[config.mk]
export PLATFORM = sky130hd
export DESIGN_NAME = vga_pixel_renderer
export DESIGN_NICKNAME = d
export VERILOG_FILES = /design/src/rtl/vga_pixel_renderer.sv
export SDC_FILE = /design/constraint.sdc
export NUM_CORES = 1
export LEC_CHECK = 0
export BUFFER_PORTS_ARGS = -buffer_cell sky130_fd_sc_hd__buf_2
export CAP_MARGIN = 10
export CORE_ASPECT_RATIO = 1.4
export CORE_MARGIN = 2
export CORE_UTILIZATION = 41
export CTS_CLUSTER_DIAMETER = 100
export DETAILED_ROUTE_END_ITERATION = 10
export PLACE_DENSITY_LB_ADDON = 0.15
export SETUP_SLACK_MARGIN = 0.1
export SYNTH_ARGS = -nofsm -noshare
export SYNTH_HDL_FRONTEND = slang
export SYNTH_SLANG_ARGS = --single-unit
[constraint.sdc]
create_clock -name i_clk -period 35.9 [get_ports i_clk]
set_clock_uncertainty 0.1 [all_clocks]
set_input_delay 7.18 -clock i_clk [delete_from_list [all_inputs] [get_ports i_clk]]
set_output_delay 7.18 -clock i_clk [all_outputs]
set_load 0.05 [all_outputs]
[src/rtl/vga_pixel_renderer.sv]
// Pixel back end: issues the tile/sprite ROM read, maps the returned colour index
// through a writable 16-entry palette and registers RGB aligned to the delayed show-enable.
module vga_pixel_renderer #(
  parameter int unsigned BLINK_FRAMES = 8,
  parameter logic [3:0]  BLINK_IDX    = 4'd9
) (
  input  logic        i_clk,
  input  logic        i_rst,
  input  logic        i_pix_ce,
  input  logic        i_frame_start,
  input  logic        i_show_en,
  input  logic [1:0]  i_mem_select,
  input  logic [7:0]  i_tile_code,
  input  logic [5:0]  i_tile_offset,
  output logic [13:0] o_rom_addr,
  output logic        o_rom_sel,
  input  logic [3:0]  i_rom_data,
  input  logic        i_pal_we,
  input  logic [3:0]  i_pal_addr,
  input  logic [23:0] i_pal_data,
  output logic [7:0]  o_vga_r,
  output logic [7:0]  o_vga_g,
  output logic [7:0]  o_vga_b,
  output logic        o_show_en
);

  localparam int unsigned CW = (BLINK_FRAMES > 1) ? $clog2(BLINK_FRAMES) : 1;
  localparam logic [CW-1:0] CNT_LAST = CW'(BLINK_FRAMES - 1);

  localparam logic [23:0] PAL_INIT [16] = '{
    24'h000000, 24'hFF0000, 24'hFFB8FF, 24'h00FFFF,
    24'hFFB852, 24'hFFFF00, 24'h2121FF, 24'hFFFFFF,
    24'hDEDEFF, 24'hFFB8AE, 24'h000000, 24'h000000,
    24'h000000, 24'h000000, 24'h000000, 24'h000000
  };

  logic [13:0]   rom_addr_q;
  logic          rom_sel_q;
  logic          blank_a_q;
  logic          show_a_q;
  logic [23:0]   rgb_q, rgb_d;
  logic          show_q;
  logic [CW-1:0] frame_cnt_q;
  logic          blink_q;
  logic [23:0]   pal_q [16];
  logic [3:0]    idx;

  // Stage A: address issue. o_rom_sel doubles as the stage-A ROM-select tag.
  always_ff @(posedge i_clk or posedge i_rst) begin
    if (i_rst) begin
      rom_addr_q <= '0;
      rom_sel_q  <= 1'b0;
      blank_a_q  <= 1'b0;
      show_a_q   <= 1'b0;
    end else if (i_pix_ce) begin
      rom_addr_q <= {i_tile_code, i_tile_offset};
      rom_sel_q  <= i_mem_select[0];
      blank_a_q  <= i_mem_select[1];
      show_a_q   <= i_show_en;
    end
  end

  always_comb begin
    idx = blank_a_q ? 4'd0 : i_rom_data;
    if (!rom_sel_q && (idx == BLINK_IDX) && blink_q)
      idx = 4'd0;
    rgb_d = show_a_q ? pal_q[idx] : 24'h000000;
  end

  // Stage B: colour lookup. The palette read sees the pre-write value of this clock.
  always_ff @(posedge i_clk or posedge i_rst) begin
    if (i_rst) begin
      rgb_q  <= '0;
      show_q <= 1'b0;
    end else if (i_pix_ce) begin
      rgb_q  <= rgb_d;
      show_q <= show_a_q;
    end
  end

  always_ff @(posedge i_clk or posedge i_rst) begin
    if (i_rst) begin
      for (int unsigned i = 0; i < 16; i++)
        pal_q[i] <= PAL_INIT[i];
    end else if (i_pal_we) begin
      pal_q[i_pal_addr] <= i_pal_data;
    end
  end

  always_ff @(posedge i_clk or posedge i_rst) begin
    if (i_rst) begin
      frame_cnt_q <= '0;
      blink_q     <= 1'b0;
    end else if (i_frame_start) begin
      if (frame_cnt_q == CNT_LAST) begin
        frame_cnt_q <= '0;
        blink_q     <= ~blink_q;
      end else begin
        frame_cnt_q <= frame_cnt_q + 1'b1;
      end
    end
  end

  assign o_rom_addr = rom_addr_q;
  assign o_rom_sel  = rom_sel_q;
  assign o_vga_r    = rgb_q[23:16];
  assign o_vga_g    = rgb_q[15:8];
  assign o_vga_b    = rgb_q[7:0];
  assign o_show_en  = show_q;

endmodule

==> results of run 1 <==
-- cells by family (layout without fill, tap and decap cells) --
group / Yosys count / after routing / share of synthesized area
buf+inv: 153 / 212 / 0.0338
other cells: 0 / 1 / 0
xor+xnor: 1 / 1 / 0.000433
fa+ha+maj: 2 / 2 / 0.00124
mux: 473 / 473 / 0.260
flops: 430 / 430 / 0.541
simple gates: 212 / 212 / 0.0617
compound gates: 228 / 228 / 0.101
-- synthesized netlist by cell type (all sizes together), types with 25 or more instances --
| cell type | count | area [sq um] |
|---|---|---|
| clkbuf | 108 | 407 |
| o211ai | 26 | 285 |
| nor2 | 61 | 229 |
| buf | 39 | 255 |
| dfrtp | 282 | 7060 |
| o311ai | 47 | 412 |
| nand2b | 29 | 181 |
| mux2 | 424 | 4770 |
| dfstp | 148 | 3890 |
| or3 | 25 | 156 |
| mux2i | 49 | 490 |
| a21oi | 25 | 136 |
-- final timing paths --
check | endpoint | slack [ns] | from
setup / recovery | rgb_q[14] | 25.96 | i_rom_data[2]
hold reg to reg | pal_q[264] | 0.40 | pal_q[264]
hold / removal | pal_q[264] | 0.40 | pal_q[264]
max in group asynchronous | rgb_q[23] | 27.37 | i_rst
setup reg to reg | rgb_q[20] | 32.14 | blank_a_q
min in group asynchronous | pal_q[347] | 6.66 | i_rst
-- metrics by stage --
step | hold slack, ns | setup WS, ns
after floorplan | 0.359 | 16.89
after global placement | 0.380 | 25.31
after detailed placement | 0.386 | 25.17
after CTS | 0.400 | 25.75
after global routing | 0.406 | 25.75
final | 0.397 | 25.96
-- layer usage --
metal | up-vias | GRT usage | wire length (um)
met4 | 4 | 0.0696 | 1510
met1 | 6857 | 0.291 | 24300
li1 | 5669 | - | -
met5 | - | 0 | 30
met2 | 273 | 0.409 | 30200
met3 | 101 | 0.0293 | 2150
-- critical path: stages --
cell and delay, ns:
buf_2 0.09, buf_4 0.33, nor2b_2 0.64, buf_4 0.35, nand2_1 0.74, o311ai_0 0.63, or4_1 0.19, o211ai_2 0.08
-- final cells by class --
cell class                      instances  area [sq um]  share of cell area
Sequential cell                       430         10900               0.483
Multi-Input combinational cell        916          8710               0.384
Clock buffer                           74          1410              0.0622
Tap cell                              637           797              0.0352
Timing Repair Buffer                  123           707              0.0312
Clock inverter                          9          50.0             0.00221
Inverter                                6          30.0             0.00133
Antenna cell                            1          2.50            0.000110
-- placed cells by master (no fill, tap or decap), types with 3 or more instances in the layout --
master       n
a21oi_1     24
mux2i_1     49
clkbuf_16   47
nand2b_1    28
nor2_2       3
nand4b_1    24
o311ai_0    47
o211a_1     24
buf_2       93
o21ai_0      5
o211ai_2    18
dfrtp_1    282
o211ai_1     8
and2_1      24
clkbuf_1    14
a221oi_1    24
nor2_1      51
a221o_1     24
mux2_2     422
clkbuf_8    13
nor2_4       7
clkinv_2     6
dfstp_2    148
a2111o_1    23
nand2_1      8
or4_1       23
nand3b_1     5
or3_1       24
a211oi_1    24
buf_4       28
inv_1        4
-- report_power, final --
group / total [mW] / internal [mW] / switching [mW]
logic: 0.252 / 0.122 / 0.130
registers: 0.677 / 0.622 / 0.0554
clock network: 0.463 / 0.267 / 0.195
-- state kept, by name, indices dropped and copies added, names as in the netlist --
| signal | flops |
|---|---|
| show_a_q | 1 |
| rgb_q | 24 |
| blank_a_q | 1 |
| blink_q | 1 |
| o_rom_sel | 1 |
| pal_q | 384 |
| o_show_en | 1 |
| frame_cnt_q | 3 |
| o_rom_addr | 14 |
==> reports/results.tsv, run 1 <==
metric	value	unit
die footprint	0.0511	sq mm
fmax	101	MHz
overall global routing resource usage	0.231	
Static Leakage	9.59	nW
Via Count	12900	
final design utilization	0.463	
Mapped Cells	1499	
hpwl dp	33300	um
Mapped Area	0.0202	sq mm
Filler cells	4406	
critical path launch point type	input port	
initial DRC count	666	
Worst R2R Path Depth	7	
placed insts	2111	
CTS resizes	0	
first-pass GRT wire length	87800	um
max_cap viols	0	
clk sinks	430	
final hold vios	0	
TritonCTS clock tree	built	
Mapped Nets	1555	
number of core rows	96	
Slew @ Worst Pin	1.22	ns
Setup Fix Bufs, Post-CTS	0	
Clock Tree Buf Depth	3	
Remaining DRCs	0	
Final min period	9.94	ns
Vias/cell	5.88	
Post-synth EDFFs	0	
setup TNS	0	ns
crit-path max FO	31	
vias in the first global route	13500	
max-slew violation count	0	
Hold Buf Count CTS	0	
Core Box Area	0.0489	sq mm
placed cell areas	0.0212	sq mm
Layout Nets	1578	
largest net degree at the start of global routing	151	
Netlist cell types	48	
CP Class	input port to register	
die extent in y	267	um
Worst VDD drop	0.0000359	V
WP data arrival	10.27	ns
starting density of the core	0.414	
routability congestion estimate	0.743	
Syn Area/Cell	13.5	sq um
share of layout cells above drive strength 1	0.515	
Crit. End Element	register	
Skew-Pair Late Insertion Delay	0.56	ns
max_slew headroom	0.186	
initial antenna violation count	7	
RSZ-0062 raised after global routing	no	
Warnings, synthesis	0	
gr ovfl total	0	
antenna viol nets, final	0	
hold depth	1	
Routed WL	58200	um
Synth-to-Final Area Change	12.0	%
H-Tree Depth	2	
Wirelength per Cell	26.5	um
Final Cell Area	0.0226	sq mm
Final Non-Filler Cells	2196	
pwr dens	61.5	mW/mm^2
clock-pin slew of the registers on the worst-case setup and hold paths	0.06	ns
Die Wd	192	um
Root Buffer	clkbuf_16	
Synth async-reset ratio	1.00	
final setup violation count	0	
Tot Pwr	1.39	mW
drt first pass iters	5	
cts bufs inserted	45	
Worst EP required	36.23	ns
Boundary Pins	94	
I/O Buffers	93	
status	finished, final reports clean	
Seq/Total Area, Yosys	0.541	
Tcrit/Tclk final	0.277	
post-synthesis register bit count	430	
most common flop cell mapped by yosys	dfrtp_1	
HP Class	register to register	
(Power assumes the default switching activity.)
==> run 2: changes to the inputs <==
Clock period 35.9 ns to 8.8 ns, I/O delays scaled along.
==> run 2 against run 1 <==
Sequential share of layout area up 0.12 points. Critical path type unchanged. Non-clock buffer count down 3. Critical endpoint is now rgb_q[22]. Largest cell class unchanged. Clock-buffer cell count down 4. Register-to-register slack worse by 27 ns.
==> reports/results.tsv, run 2 (synthesized netlist as in run 1, its figures left out) <==
metric	value	unit
Slew @ Worst Pin	1.23	ns
HP Class	register to register	
Hold Buf Count CTS	0	
max reg flops	384	
Crit. End Element	register	
leading cell type in the layout, fill and taps excluded	mux2_2	
gr ovfl total	0	
final hold vios	0	
max_cap viols	0	
max_slew headroom	0.175	
Wirelength per Cell	26.4	um
hold depth	1	
first-pass GRT wire length	88100	um
final design utilization	0.462	
final setup violation count	0	
Routed WL	57900	um
setup TNS	0	ns
initial antenna violation count	7	
share of layout cells above drive strength 1	0.511	
CTS resizes	0	
starting density of the core	0.414	
Synth-to-Final Area Change	11.7	%
Via Count	12900	
Metal-1 WL	24400	um
Worst VDD drop	0.000166	V
antenna viol nets, final	0	
routability congestion estimate	0.751	
Min Hold Slack	0.396	ns
r2r endpoint	rgb_q[22]	
status	finished, final reports clean	
drt first pass iters	5	
DR top layer	met5	
Layout Nets	1574	
Final min period	4.43	ns
Die Wd	192	um
hpwl dp	32300	um
largest net degree at the start of global routing	160	
pwr dens	250	mW/mm^2
fmax	226	MHz
Placement Setup Slack	3.20	ns
Biggest register	pal_q	
worst r2r src	blink_q	
hold path start	pal_q[271]	
clock-pin slew of the registers on the worst-case setup and hold paths	0.06	ns
crit-path max FO	145	
initial DRC count	756	
Hold EP	pal_q[271]	
die extent in y	267	um
I/O Buffers	93	
commonest cells after routing, fill and taps aside	mux2_2, dfrtp_1, dfstp_2	
Remaining DRCs	0	
Core Box Area	0.0489	sq mm
FF-to-FF setup slack	5.30	ns
Skew-Pair Late Insertion Delay	0.55	ns
Final Worst Setup Slack	4.37	ns
number of core rows	96	
cts bufs inserted	44	
die footprint	0.0511	sq mm
Boundary Pins	94	
WP data arrival	4.80	ns
TritonCTS clock tree	built	
vias in the first global route	13700	
RSZ-0062 raised after global routing	no	
clk sinks	430	
Setup Fix Bufs, Post-CTS	0	
WL met2	29400	um
max-slew violation count	0	
Vias/cell	5.90	
Routed met3 length	2120	um
H-Tree Depth	2	
Worst EP required	9.17	ns
Root Buffer	clkbuf_16	
Clock Tree Buf Depth	3	
Worst R2R Path Depth	7	
Static Leakage	9.54	nW
CP Class	input port to register	
critical path launch point type	input port	
Tot Pwr	5.64	mW
overall global routing resource usage	0.232	
Tcrit/Tclk final	0.504	
## run 2: cell types whose count changed in the layout (fill, tap and decap cells not counted), sizes merged
cell,change
clkbuf,-4
clkinvlp,+1
inv,-2
bufinv,+2
buf,-3
## run 2: how the worst max path moves through the flow
stage,from,end,slack [ns]
final,i_rom_data[2],rgb_q[22],4.37
after global routing,i_rom_data[2],rgb_q[19],4.17
after CTS,i_rom_data[2],rgb_q[17],3.76
after floorplan,i_rst,blank_a_q,1.26
after global placement,i_rom_data[2],rgb_q[6],3.24
after detailed placement,i_rom_data[2],rgb_q[10],3.20
## run 2: layout make-up
cell class	instances	area, sq um
diodes	1	2.50
clock buffers	70	1300
clock inverters	10	101
fillers	4417	26300
inverters	6	26.3
multi-input cells	916	8710
flip-flops and latches	430	10900
well taps	637	797
repair buffers	120	708
## run 2: power by group
group          switching, mW  total [mW]  internal (mW)
Clock                  0.780        1.85           1.07
Combinational          0.527        1.03          0.499
Sequential             0.229        2.77           2.54
## run 2: metal layers
layer	up-vias	track usage
met2	283	0.403
met5	-	0
li1	5667	-
met3	117	0.0329
met4	6	0.0854
met1	6845	0.293
## run 2: worst max-delay path, stage by stage
cell and delay, ns:
buf_2 0.31, or2_1 0.36, o21ai_4 0.58, buf_12 0.60
a221oi_1 0.25, or4_1 0.52, o211ai_1 0.10
## run 2: through the flow
step / std cells / area (sq um)
6_report: 2190 / 22600
5_1_grt: 2190 / 22600
4_1_cts: 2187 / 22600
3_5_place_dp: 2107 / 21200
3_3_place_gp: 2107 / 21200
2_1_floorplan: 1499 / 20200
==> run 3: changes to the inputs <==
Settings changed: ABC_AREA set to 1.
Clock period 8.8 ns to 4.1 ns, I/O delays scaled along.
==> run 3 against run 2 <==
Non-clock buffer count increased by 17. Combinational power increased by 100%. Largest power group unchanged. Register-to-register slack got worse by 3.8 ns. Global-route usage increased by 1.8 points. Sequential cell count unchanged. Sequential share of layout area increased by 1.6 points.
==> reports/results.tsv, run 3 <==
metric	value	unit
share of layout cells above drive strength 1	0.163	
Syn Area/Cell	8.39	sq um
gr ovfl total	0	
Synth-to-Final Area Change	11.5	%
critical path launch point type	register	
Mapped Nets	2394	
crit-path max FO	51	
Warnings, synthesis	0	
clk sinks	430	
Final Non-Filler Cells	2973	
placed insts	2889	
Mapped Cells	2338	
number of core rows	94	
met1 Usage GRT	0.354	
overall global routing resource usage	0.251	
Min Hold Slack	0.292	ns
WP data arrival	2.97	ns
die extent in y	263	um
most common flop cell mapped by yosys	dfrtp_1	
fmax	380	MHz
Die Wd	189	um
HP Class	input port to async pin	
die footprint	0.0496	sq mm
Layout Nets	2368	
RSZ-0062 raised after global routing	no	
Worst EP required	4.44	ns
Tot Pwr	12.1	mW
first-pass GRT wire length	97400	um
drt first pass iters	5	
Routed WL	61500	um
max_cap viols	0	
Skew-Pair Late Insertion Delay	0.56	ns
Clock Tree Buf Depth	3	
clock-pin slew of the registers on the worst-case setup and hold paths	0.06	ns
post-synthesis register bit count	430	
top cells by area in the synthesized netlist	dfrtp_1, dfstp_2, nand3_1, nand2_1, o21ai_0	
CP peak stage delay	0.51	ns
Worst VDD drop	0.000282	V
final hold vios	0	
Placement Setup Slack	0.942	ns
Core Box Area	0.0472	sq mm
Vias/cell	5.57	
Synth area leader	dfrtp_1	
status	finished, final reports clean	
setup TNS	0	ns
Netlist cell types	23	
met2 Use GR	0.409	
routability congestion estimate	0.761	
Boundary Pins	94	
Crit. End Element	register	
leading cell type in the layout, fill and taps excluded	nand2_1	
CTS resizes	0	
final setup violation count	0	
starting density of the core	0.416	
# diodes	0	
Final Worst Setup Slack	1.47	ns
initial DRC count	1722	
Hold Buf Count CTS	0	
max_slew headroom	0.322	
Post-synth EDFFs	0	
I/O Buffers	93	
max reg flops	384	
Root Buffer	clkbuf_16	
vias in the first global route	16300	
commonest cells after routing, fill and taps aside	nand2_1, nand3_1, o21ai_0	
TritonCTS clock tree	built	
slowest CP cell	dfrtp_1	
commonest cells in the netlist	nand2_1, nand3_1, o21ai_0, dfrtp_1, dfstp_2	
most used cell along the critical path	nand3_1	
Seq/Total Area, Yosys	0.558	
Worst R2R Path Depth	9	
count leader, synth	nand2_1	
H-Tree Depth	2	
Synth async-reset ratio	1.00	
largest net degree at the start of global routing	121	
Setup Fix Bufs, Post-CTS	0	
Tcrit/Tclk final	0.641	
Static Leakage	9.92	nW
pwr dens	552	mW/mm^2
CP Cell Sequence	inv_2 > nand2_2 > nor2_1 > nand2_8 > nand3_2 > buf_4 > nand3_1 > nand3_1 > nand2_1	
Biggest register	pal_q	
Slew @ Worst Pin	1.02	ns
cts bufs inserted	45	
Via Count	16500	
hpwl dp	32000	um
antenna viol nets, final	0	
area share of the leading cell type in the synthesized netlist	0.360	
met3 usage	0.0274	
initial antenna violation count	0	
Wirelength per Cell	20.7	um
Final min period	2.63	ns
busiest grt layer	met2	
CP Class	register to register	
max-slew violation count	0	
Remaining DRCs	0	
Mapped Area	0.0196	sq mm
[run 3: worst paths after layout]
check | startpoint | to | slack, ns
max | blank_a_q | rgb_q[0] | 1.47
min | i_rst | pal_q[21] | 0.29
max reg2reg | blank_a_q | rgb_q[0] | 1.47
min in group i_clk | i_tile_code[1] | o_rom_addr[7] | 0.36
min reg2reg | o_rom_addr[13] | o_rom_addr[13] | 0.37
max in group asynchronous | i_rst | pal_q[61] | 2.52
[run 3: cell type report]
type,count,area [sq um]
Sequential cell,430,10900
Fill cell,4636,25300
Clock inverter,11,111
Multi-Input combinational cell,1655,7570
Tap cell,624,781
Inverter,43,171
Timing Repair Buffer,137,908
Clock buffer,73,1380
[run 3: kinds of logic after synthesis]
logic type / count (synthesis) / synth area share
and+or+nand+nor: 1261 / 0.278
DFF: 430 / 0.558
AOI/OAI and AO/OA: 390 / 0.0998
buffers and inverters: 253 / 0.0617
adders and majority gates: 2 / 0.00128
xor gates and xnor gates: 1 / 0.000447
muxes: 1 / 0.000574
[run 3: report_power, final]
group          switching (mW)  internal [mW]
logic                    1.34          0.763
registers               0.480           5.35
clock network            1.71           2.43
total                    3.53           8.54
[run 3: critical path: cells and delay by family, from the launching register on]
| family | cells | cell delay, ns |
|---|---|---|
| simple gates | 7 | 1.28 |
| buf+inv | 2 | 0.62 |
| flops | 1 | 0.51 |
[run 3: layer usage]
metal / up-vias / share of wire
li1: 7742 / -
met1: 8195 / 0.45
met2: 526 / 0.47
met3: 84 / 0.058
met4: 0 / 0.022
met5: - / 0
[run 3: through the flow]
| stage | area (sq um) | utilization |
|---|---|---|
| after CTS | 21900 | 0.464 |
| after global routing | 21900 | 0.464 |
| after detailed placement | 20400 | 0.432 |
| after global placement | 20400 | 0.432 |
| after floorplan | 19600 | - |
| final | 21900 | 0.464 |
